## config.mk

```make
export PLATFORM = sky130hd
export DESIGN_NAME = line_read_scheduler
export DESIGN_NICKNAME = d
export VERILOG_FILES = /design/src/rtl/line_read_scheduler.sv
export SDC_FILE = /design/constraint.sdc
export NUM_CORES = 1
export LEC_CHECK = 0
export BUFFER_PORTS_ARGS = -buffer_cell sky130_fd_sc_hd__buf_2
export CAP_MARGIN = 25
export CORE_ASPECT_RATIO = 1.1
export CORE_MARGIN = 2
export CORE_UTILIZATION = 25
export DETAILED_ROUTE_END_ITERATION = 8
export PLACE_DENSITY_LB_ADDON = 0.15
export SLEW_MARGIN = 20
export SYNTH_ARGS = -nofsm -noshare
export SYNTH_HDL_FRONTEND = slang
export SYNTH_SLANG_ARGS = --single-unit
```

## constraint.sdc

```tcl
create_clock -name CLK -period 2.8 [get_ports CLK]
set_input_delay 0.28 -clock CLK [delete_from_list [all_inputs] [get_ports CLK]]
set_output_delay 0.28 -clock CLK [all_outputs]
set_load 0.01 [all_outputs]
```

## src/rtl/line_read_scheduler.sv

```systemverilog
`timescale 1ns/1ps
// Read-side scheduler for the low-res frame buffer: owns the raster counters,
// generates syncs and issues one Next_Line request per displayed line.
module line_read_scheduler #(
    parameter int unsigned H_ACTIVE = 320,
    parameter int unsigned H_FRONT  = 8,
    parameter int unsigned H_SYNC   = 48,
    parameter int unsigned H_BACK   = 24,
    parameter int unsigned V_ACTIVE = 240,
    parameter int unsigned V_FRONT  = 3,
    parameter int unsigned V_SYNC   = 3,
    parameter int unsigned V_BACK   = 16
) (
    input  logic       CLK,
    input  logic       reset,
    input  logic       Frame_Ready,
    output logic       Next_Line,
    output logic [7:0] Row_Select,
    output logic       Pixel_Active,
    output logic       HSync,
    output logic       VSync,
    output logic       Frame_Start
);

    localparam int unsigned H_W      = 9;
    localparam int unsigned V_W      = 9;
    localparam int unsigned ROW_W    = 8;
    localparam int unsigned H_TOTAL  = H_ACTIVE + H_FRONT + H_SYNC + H_BACK;
    localparam int unsigned V_TOTAL  = V_ACTIVE + V_FRONT + V_SYNC + V_BACK;
    localparam int unsigned HS_START = H_ACTIVE + H_FRONT;
    localparam int unsigned HS_END   = H_ACTIVE + H_FRONT + H_SYNC;
    localparam int unsigned VS_START = V_ACTIVE + V_FRONT;
    localparam int unsigned VS_END   = V_ACTIVE + V_FRONT + V_SYNC;

    typedef enum logic [1:0] {
        ST_IDLE   = 2'd0,
        ST_ARM    = 2'd1,
        ST_ACTIVE = 2'd2
    } state_t;

    state_t         state;
    state_t         state_nxt;
    logic [H_W-1:0] h_cnt;
    logic [V_W-1:0] v_cnt;
    logic [V_W-1:0] nv;
    logic           h_last;
    logic           frame_end;
    logic           line_req;
    logic           in_hsync;
    logic           in_vsync;
    logic           in_pixel;

    // Raster position decode shared by the counters, FSM and outputs
    always_comb begin
        h_last    = (h_cnt == H_W'(H_TOTAL - 1));
        frame_end = h_last && (v_cnt == V_W'(V_TOTAL - 1));
        nv        = (v_cnt == V_W'(V_TOTAL - 1)) ? '0 : v_cnt + V_W'(1);
        in_hsync  = (h_cnt >= H_W'(HS_START)) && (h_cnt < H_W'(HS_END));
        in_vsync  = (v_cnt >= V_W'(VS_START)) && (v_cnt < V_W'(VS_END));
        in_pixel  = (state == ST_ACTIVE) && (v_cnt < V_W'(V_ACTIVE)) &&
                    (h_cnt >= H_W'(1)) && (h_cnt <= H_W'(H_ACTIVE));
        // Request only lines that will actually be shown, including row 0 of
        // the first displayed frame; a frame about to be dropped gets none.
        line_req  = h_last && (nv < V_W'(V_ACTIVE)) && (state_nxt == ST_ACTIVE);
    end

    // Free-running horizontal/vertical raster counters
    always_ff @(posedge CLK or negedge reset) begin
        if (!reset) begin
            h_cnt <= '0;
            v_cnt <= '0;
        end else if (h_last) begin
            h_cnt <= '0;
            v_cnt <= nv;
        end else begin
            h_cnt <= h_cnt + H_W'(1);
        end
    end

    // Display gating FSM state register
    always_ff @(posedge CLK or negedge reset) begin
        if (!reset) begin
            state <= ST_IDLE;
        end else begin
            state <= state_nxt;
        end
    end

    // Next-state: display only ever starts or stops on a frame boundary
    always_comb begin
        state_nxt = state;
        case (state)
            ST_IDLE: begin
                if (Frame_Ready) begin
                    state_nxt = ST_ARM;
                end
            end
            ST_ARM: begin
                if (!Frame_Ready) begin
                    state_nxt = ST_IDLE;
                end else if (frame_end) begin
                    state_nxt = ST_ACTIVE;
                end
            end
            ST_ACTIVE: begin
                if (frame_end && !Frame_Ready) begin
                    state_nxt = ST_IDLE;
                end
            end
            default: begin
                state_nxt = ST_IDLE;
            end
        endcase
    end

    // Registered outputs, one cycle behind the counter values they decode
    always_ff @(posedge CLK or negedge reset) begin
        if (!reset) begin
            Next_Line    <= 1'b0;
            Row_Select   <= '0;
            Pixel_Active <= 1'b0;
            HSync        <= 1'b1;
            VSync        <= 1'b1;
            Frame_Start  <= 1'b0;
        end else begin
            Next_Line    <= line_req;
            if (line_req) begin
                Row_Select <= ROW_W'(nv);
            end
            Pixel_Active <= in_pixel;
            HSync        <= ~in_hsync;
            VSync        <= ~in_vsync;
            Frame_Start  <= (state == ST_ACTIVE) && (h_cnt == '0) && (v_cnt == '0);
        end
    end

endmodule

```

# --- Word-level counts from Yosys, hierarchy flattened ---
# Index checks and enable logic that the tools add are counted.
totals:
  romBits: 0
  latch_bits: 0
  mem_count: 0
  regBits: 33
  mem_bits_rw: 0
  inputBits: 3
op_classes:
  n_mul: 0
  n_reduce_logical: 15
  shifts: 0
  bitwise_logic: 2
  n_div: 0
  addsub: 2
  order_cmp: 8
  n_mux: 7
  n_eq_ne: 5
ops:
  columns: ["op", "n"]
  rows:
  - ["9-bit by 8-bit less-than comparator with 1-bit output, second input constant", 3]
  - ["9-bit by 1-bit adder with 9-bit output, second input constant", 2]
  - ["9-bit == test, second input constant", 2]
  - ["9-bit zero test", 2]
  - ["9-bit two-way mux", 2]
  - ["1-bit logical AND", 11]
  - ["9-bit by 1-bit >= comparator with 1-bit output, second input constant", 1]
  - ["9-bit by 8-bit >= comparator with 1-bit output, second input constant", 1]
  - ["9-bit >= comparator, second input constant", 1]
  - ["9-bit <= comparator, second input constant", 1]
  - ["9-bit less-than comparator, second input constant", 1]
  - ["2-bit two-way mux", 4]
  - ["2-bit one-hot mux with 3 select lines", 1]
  - ["2-bit == test, second input constant", 2]
  - ["2-bit by 1-bit == test with 1-bit output, second input constant", 1]
  - ["2-bit zero test", 1]
  - ["1-bit NOT", 2]
  - ["1-bit zero test", 1]

# --- Depth between registers and ports, before layout ---
# Gate-level depths: netlist (run 1).
depth:
  ltp_word: 7
  mapped_depth: 7
  mapped_depth_nobuf: 7

# --- Worst setup path before layout (run 1) ---
# OpenSTA, ideal clock, no wires.
synth_timing:
  path_type: "register -> register"
  startpoint: "register h_cnt[0]"
  endpoint: "register Next_Line"
  setup_time_ns: 0.072
  path_stages_with_launch: 7
  arrival_ns: 1.922
  path_buffers: 1
  required_ns: 2.728
  path_slack_ns: 0.806
  synth_period_minus_slack_ns: 1.994
  path_cell_list: "dfrtp_1 ha_1 nand3_1 or4_1 clkbuf_1 o41a_1 nor2_1"
synth_via:
  elab_chain_cells: 7
  word_cells_on_any_way: 10
synth_lines:
  columns: ["item", "line_no", "rtl"]
  rows:
  - ["start: declaration", "43", "logic [H_W-1:0] h_cnt;"]
  - ["start signal: assignment", "76", "h_cnt <= h_cnt + H_W'(1);"]
  - ["9-bit == test (*)", "55", "h_last = (h_cnt == H_W'(H_TOTAL - 1));"]
  - ["1-bit logical AND", "56", "frame_end = h_last && (v_cnt == V_W'(V_TOTAL - 1));"]
  - ["2-bit two-way mux / 1-bit logical AND (equally long branches)", "101, 106", null]
  - ["2-bit two-way mux, on equally long branches", "99, 106", null]
  - ["2-bit one-hot mux with 3 select lines", "92", "case (state)"]
  - ["2-bit == test", "64", "line_req = h_last && (nv < V_W'(V_ACTIVE)) && (state_nxt == ST_ACTIVE);"]
  - ["1-bit logical AND (*)", "64", null]
  - ["named net line_req", "48", "logic line_req;"]
  - ["end signal: assignment", "126", "Next_Line <= line_req;"]
  - ["end: declaration", "17", "output logic Next_Line,"]
# Mark *: on every way through the listed nets, which the timed path passes. The rest lies on a longest branch.
# A chain may end at the register's enable or synchronous reset.

# --- Final worst setup path (run 1) ---
# Ends and elaborated chain as after synthesis.

==> results of run 1 <==
-- cells in the mapped netlist, types with 2 or more instances --
cell | count | share of area [%]
a2bb2oi_1 | 5 | 2.5
o22ai_1 | 5 | 1.8
xnor2_1 | 6 | 2.9
or3_1 | 2 | 0.70
nor3_1 | 4 | 1.1
xor2_1 | 11 | 5.4
inv_1 | 11 | 2.3
dfstp_2 | 2 | 2.9
nand4b_1 | 2 | 0.98
nor4_1 | 2 | 0.70
ha_1 | 6 | 4.2
and3_1 | 3 | 1.1
nand3_1 | 10 | 2.8
o21ai_0 | 13 | 3.6
nand4_1 | 4 | 1.4
a21oi_1 | 4 | 1.1
and4_1 | 2 | 0.98
nor2_1 | 14 | 2.9
nand2_1 | 15 | 3.2
clkbuf_1 | 7 | 1.5
dfrtp_1 | 31 | 44
-- logic make-up after synthesis --
kind of cell    after synthesis  synth area share [%]
compound gates               35                  13.2
fa+ha+maj                     6                  4.21
flops                        33                  46.5
buf+inv                      20                  4.84
simple gates                 70                  22.9
xor+xnor                     17                  8.35
-- layout make-up --
type	count	area [µm²]	share of cell area (%)
Clock buffer	7	96.3	4.75
Sequential cell	33	828	40.8
Inverter	11	41.3	2.04
Timing Repair Buffer	16	82.6	4.07
Multi-Input combinational cell	128	868	42.8
Tap cell	85	106	5.24
Clock inverter	1	5.00	0.247
-- registers in the layout, indices dropped and copies added (netlist names) --
name / count
Frame_Start: 1
HSync: 1
Next_Line: 1
Pixel_Active: 1
Row_Select: 8
VSync: 1
h_cnt: 9
state: 2
v_cnt: 9
-- per-layer routing --
metal	GRT usage (%)	wire length, µm
met1	13.7	1830
met2	17.7	1820
met3	2.85	110
met4	3.57	65
met5	0	0
-- critical path: stages (launching register included) --
cell and delay (ns):
dfrtp_1 0.46, ha_1 0.24, nand3_1 0.18, or4_1 0.70
o41a_1 0.47, nor2_1 0.10
-- power groups by stage --
stage	registers, mW	clock network [mW]	logic, mW
CTS	0.478	0.415	0.0146
finish	0.478	0.398	0.0133
floorplan	0.487	0	0.00164
global route	0.478	0.433	0.0161
detailed placement	0.487	0	0.0145
global placement	0.487	0	0.0147
-- per-stage QoR --
stage | power (mW) | setup slack (ns) | instance area (µm²)
2_1_floorplan | 0.489 | 0.806 | 1780
4_1_cts | 0.908 | 0.526 | 2030
5_1_grt | 0.927 | 0.379 | 2030
3_3_place_gp | 0.502 | 0.520 | 1930
6_report | 0.889 | 0.586 | 2030
3_5_place_dp | 0.502 | 0.541 | 1930
-- worst paths after layout --
kind,start,end,depth (start not counted)
hold reg to reg,Row_Select[3]$_DFFE_PN0P_,Row_Select[3]$_DFFE_PN0P_,2
hold / removal,reset,h_cnt[8]$_DFF_PN0_,1
setup / recovery,h_cnt[0]$_DFF_PN0_,Next_Line$_DFF_PN0_,5
max in group asynchronous,reset,v_cnt[0]$_DFFE_PN0N_,1
setup reg to reg,h_cnt[0]$_DFF_PN0_,Next_Line$_DFF_PN0_,5
min in group CLK,Frame_Ready,state[1]$_DFF_PN0_,2
==> results.sh, run 1 <==
export IMPL_postCtsResizedCells=0
export IMPL_grt_pass1_wl_um=6660
export IMPL_core_region_area_um2=6970
export IMPL_crit_type="reg2reg"
export IMPL_setup_viol=0
export IMPL_syn_inst=181
export IMPL_clk_pin_slew_ns=0.07
export IMPL_post_cts_setup_buffers=0
export IMPL_num_rows=32
export IMPL_power_share_switching_pct=21.1
export IMPL_final_min_clock_period_ns=2.21
export IMPL_p_int_mw=0.702
export IMPL_synth_avg_cell_area_um2=9.85
export IMPL_dieArea_um2=7820
export IMPL_grt_max_degree=34
export IMPL_synth_area_um2=1780
export IMPL_drt_wl_total_um=3820
export IMPL_numCtsBuffers=5
export IMPL_async_reset_ff_share_pct=100
export IMPL_start_util_pct=25.6
export IMPL_cp_arrival_ns=2.43
export IMPL_fmax_ghz=0.452
export IMPL_gp_congestion=0.720
export IMPL_leakage_nw=0.890
export IMPL_setup_worst_path_start_class="register"
export IMPL_fp_dieH_um=92.6
export IMPL_clock_sinks=33
export IMPL_ctsHtreeMaxLevel=2
export IMPL_clock_power_share_pct=44.7
export IMPL_final_common_cell="dfrtp_1"
export IMPL_ioPinCount=16
export IMPL_cts_tree="done"
export IMPL_grt_overflow_total=0
export IMPL_fin_cells=281
export IMPL_fin_hold_ws_ns=0.0624
export IMPL_seqPwrFrac_pct=53.8
export IMPL_ir_drop_mv=0.131
export IMPL_dp_cells=273
export IMPL_antenna_found_initial=0
export IMPL_seq_area_frac_synth_pct=46.5
export IMPL_syn_nets=190
export IMPL_end_kind="register"
export IMPL_num_vias=1314
export IMPL_drc=0
export IMPL_rsz0062_at_grt="false"
export IMPL_skew_ns=0.00473
export IMPL_drive_gt1_share_pct=16.3
export IMPL_final_max_slew_viol_count=0
export IMPL_cts_root_buf="clkbuf_8"
export IMPL_worst_pin_slew_ns=0.753
export IMPL_area_growth_pct=13.8
export IMPL_hold_viol_final=0
export IMPL_max_slew_margin_rel_pct=49.8
export IMPL_place_hpwl_um=2760
export IMPL_drv_cap=0
export IMPL_drt_iter0_drc=80
export IMPL_power_frac_comb_pct=1.5
export IMPL_crit_fanout=8
export IMPL_drt_pass1_iter_count=5
export IMPL_power_switching_mw=0.188
export IMPL_fin_tns_setup_ns=0
export IMPL_p_per_area_nw_per_um2=438
export IMPL_wire_per_inst_um=13.6
export IMPL_period_share_pct=79.1
export IMPL_die_width_um=84.5
export IMPL_reg2reg_setup_slack_ns=0.59
export IMPL_viasPerCell=4.68
export IMPL_cts_hold_buf=0
export IMPL_hold_path_class="in2async"
export IMPL_fin_util_pct=29.1
export IMPL_ys_flop_type="dfrtp_1"
export IMPL_status="finished, final reports clean"
export IMPL_n_fill_cell=763
export IMPL_final_cell_mix="31 x dfrtp_1, 15 x nand2_1, 15 x buf_2"
export IMPL_clkLatencyLatePin_ns=0.28
export IMPL_portBuffers=15
export IMPL_ys_seq_elements=33
export IMPL_clockBufferDepth=2
export IMPL_postRouteAntennaNets=0
export IMPL_synth_edf_count=0
export IMPL_synth_cell_types=43
export IMPL_grt_use_total_pct=10.7
export IMPL_num_nets_final=204
export IMPL_worst_ep_required_time_ns=3.02
export IMPL_diodes=0
export IMPL_first_global_vias=1354
export IMPL_ys_warn_count=0
No activity file was read; power rests on OpenSTA's default activity.
==> run 2, diff against run 1 <==
clock period = 2.1 ns   (was 2.8 ns; I/O delays follow)
==> results.sh, run 2 (synthesized netlist as in run 1, its figures left out) <==
export IMPL_diodes=0
export IMPL_worst_ep_required_time_ns=2.26
export IMPL_clkLatencyLatePin_ns=0.29
export IMPL_period_share_pct=94.5
export IMPL_r2r_start="v_cnt[7]$_DFFE_PN0N_"
export IMPL_hold_path_class="in2async"
export IMPL_r2r_end="Row_Select[2]$_DFFE_PN0P_"
export IMPL_leakage_nw=0.970
export IMPL_grt_max_degree=34
export IMPL_cts_tree="done"
export IMPL_final_common_cell="dfrtp_1"
export IMPL_fmax_ghz=0.504
export IMPL_fin_hold_ws_ns=-0.00440
export IMPL_dieArea_um2=7820
export IMPL_postRouteAntennaNets=0
export IMPL_wl_met3_um=74
export IMPL_fp_dieH_um=92.6
export IMPL_fin_cells=297
export IMPL_drt_pass1_iter_count=4
export IMPL_cp_arrival_ns=2.15
export IMPL_viasPerCell=4.61
export IMPL_grt_pass1_wl_um=7190
export IMPL_cts_root_buf="clkbuf_8"
export IMPL_final_min_clock_period_ns=1.98
export IMPL_violations="negative hold slack"
export IMPL_top_layer="met4"
export IMPL_num_nets_final=220
export IMPL_rsz0062_at_grt="false"
export IMPL_max_stage_delay_ns=0.48
export IMPL_dp_cells=289
export IMPL_numCtsBuffers=5
export IMPL_drt_wl_total_um=4170
export IMPL_ir_drop_mv=0.225
export IMPL_worst_pin_slew_ns=0.772
export IMPL_die_width_um=84.5
export IMPL_worstPathCellList="or4_4 -> or3_1 -> o211ai_1 -> or2_2 -> o22ai_1"
export IMPL_final_max_slew_viol_count=0
export IMPL_drc=0
export IMPL_p_per_area_nw_per_um2=550
export IMPL_setup_viol=0
export IMPL_crit_slowest_cell="or4_4"
export IMPL_skew_ns=0.00633
export IMPL_setup_worst_path_start_class="register"
export IMPL_drt_iter0_drc=39
export IMPL_ctsHtreeMaxLevel=2
export IMPL_met2WireLength_um=1980
export IMPL_area_growth_pct=21.8
export IMPL_grt_use_total_pct=11.7
export IMPL_start_util_pct=25.6
export IMPL_r2r_cells=5
export IMPL_num_vias=1369
export IMPL_gp_congestion=0.735
export IMPL_num_rows=32
export IMPL_crit_fanout=6
export IMPL_top_regs="h_cnt x9, v_cnt x9, Row_Select x8"
export IMPL_power_mw=1.19
export IMPL_core_region_area_um2=6970
export IMPL_ioPinCount=16
export IMPL_wire_per_inst_um=14.0
export IMPL_clockBufferDepth=2
export IMPL_end_kind="register"
export IMPL_status="finished, violations left"
export IMPL_drive_gt1_share_pct=25.9
export IMPL_crit_type="reg2reg"
export IMPL_clock_sinks=33
export IMPL_max_slew_margin_rel_pct=48.5
export IMPL_place_hpwl_um=3020
export IMPL_drv_cap=0
export IMPL_reg2reg_setup_slack_ns=0.12
export IMPL_final_cell_mix="30 x dfrtp_1, 17 x buf_4, 15 x buf_2"
export IMPL_m1WireLength_um=2030
export IMPL_grt_overflow_total=0
export IMPL_antenna_found_initial=0
export IMPL_portBuffers=15
export IMPL_first_global_vias=1469
export IMPL_clk_pin_slew_ns=0.07
export IMPL_hold_viol_final=14
export IMPL_fin_tns_setup_ns=0
==> run 2: worst max path at each step <==
stage,from,end,slack [ns],depth (start not counted)
6_report,v_cnt[7]$_DFFE_PN0N_,Row_Select[2]$_DFFE_PN0P_,0.12,5
5_1_grt,v_cnt[7]$_DFFE_PN0N_,Row_Select[2]$_DFFE_PN0P_,0.01,5
4_1_cts,h_cnt[1]$_DFF_PN0_,v_cnt[3]$_DFFE_PN0N_,0.03,6
3_5_place_dp,h_cnt[1]$_DFF_PN0_,v_cnt[3]$_DFFE_PN0N_,0.05,6
3_3_place_gp,h_cnt[1]$_DFF_PN0_,v_cnt[3]$_DFFE_PN0N_,0.11,6
2_1_floorplan,h_cnt[0]$_DFF_PN0_,Next_Line$_DFF_PN0_,0.11,6
==> run 2: critical path, delay by kind of cell (launching register included) <==
family          cells  cell delay [ns]
compound gates      2             0.30
flops               1             0.47
simple gates        3             1.08
==> run 2: power by group <==
group / switching [mW] / internal, mW
registers: 0.00101 / 0.636
clock network: 0.242 / 0.296
logic: 0.0149 / 0.00267
==> run 2: per-stage QoR <==
| stage | setup slack [ns] | hold WS (ns) | cell area (µm²) | util [%] |
|---|---|---|---|---|
| 6_report | 0.116 | -0.00440 | 2170 | 31.2 |
| 5_1_grt | 0.00998 | 0.0644 | 2170 | 31.2 |
| 4_1_cts | 0.0272 | 0.0291 | 2150 | 30.8 |
| 3_5_place_dp | 0.0460 | 0.343 | 2050 | 29.4 |
| 3_3_place_gp | 0.106 | 0.339 | 2050 | 29.4 |
| 2_1_floorplan | 0.106 | -0.0856 | 1780 | - |
==> run 2: repair_timing <==
| item | 4_1_cts | 5_1_grt |
|---|---|---|
| buffers inserted | 0 | 0 |
| endpoints found under the setup margin | 0 | 16 |
| hold buffers | 0 | 0 |
| endpoints found under the hold margin | 0 | 0 |
| resized for setup | 0 | 7 |
==> run 2: cell type report <==
class | instances | area [µm²]
Sequential cell | 33 | 830
Tap cell | 85 | 106
Multi-Input combinational cell | 128 | 890
Timing Repair Buffer | 32 | 203
Inverter | 11 | 41.3
Fill cell | 752 | 4800
Clock inverter | 1 | 5.00
Clock buffer | 7 | 96.3
==> run 2: metal layers <==
layer  up-vias  global-route usage (%)
met3         6                    2.41
met1       653                    15.2
met5         -                       0
met2        11                    18.8
met4         0                    5.16
li1        699                       -
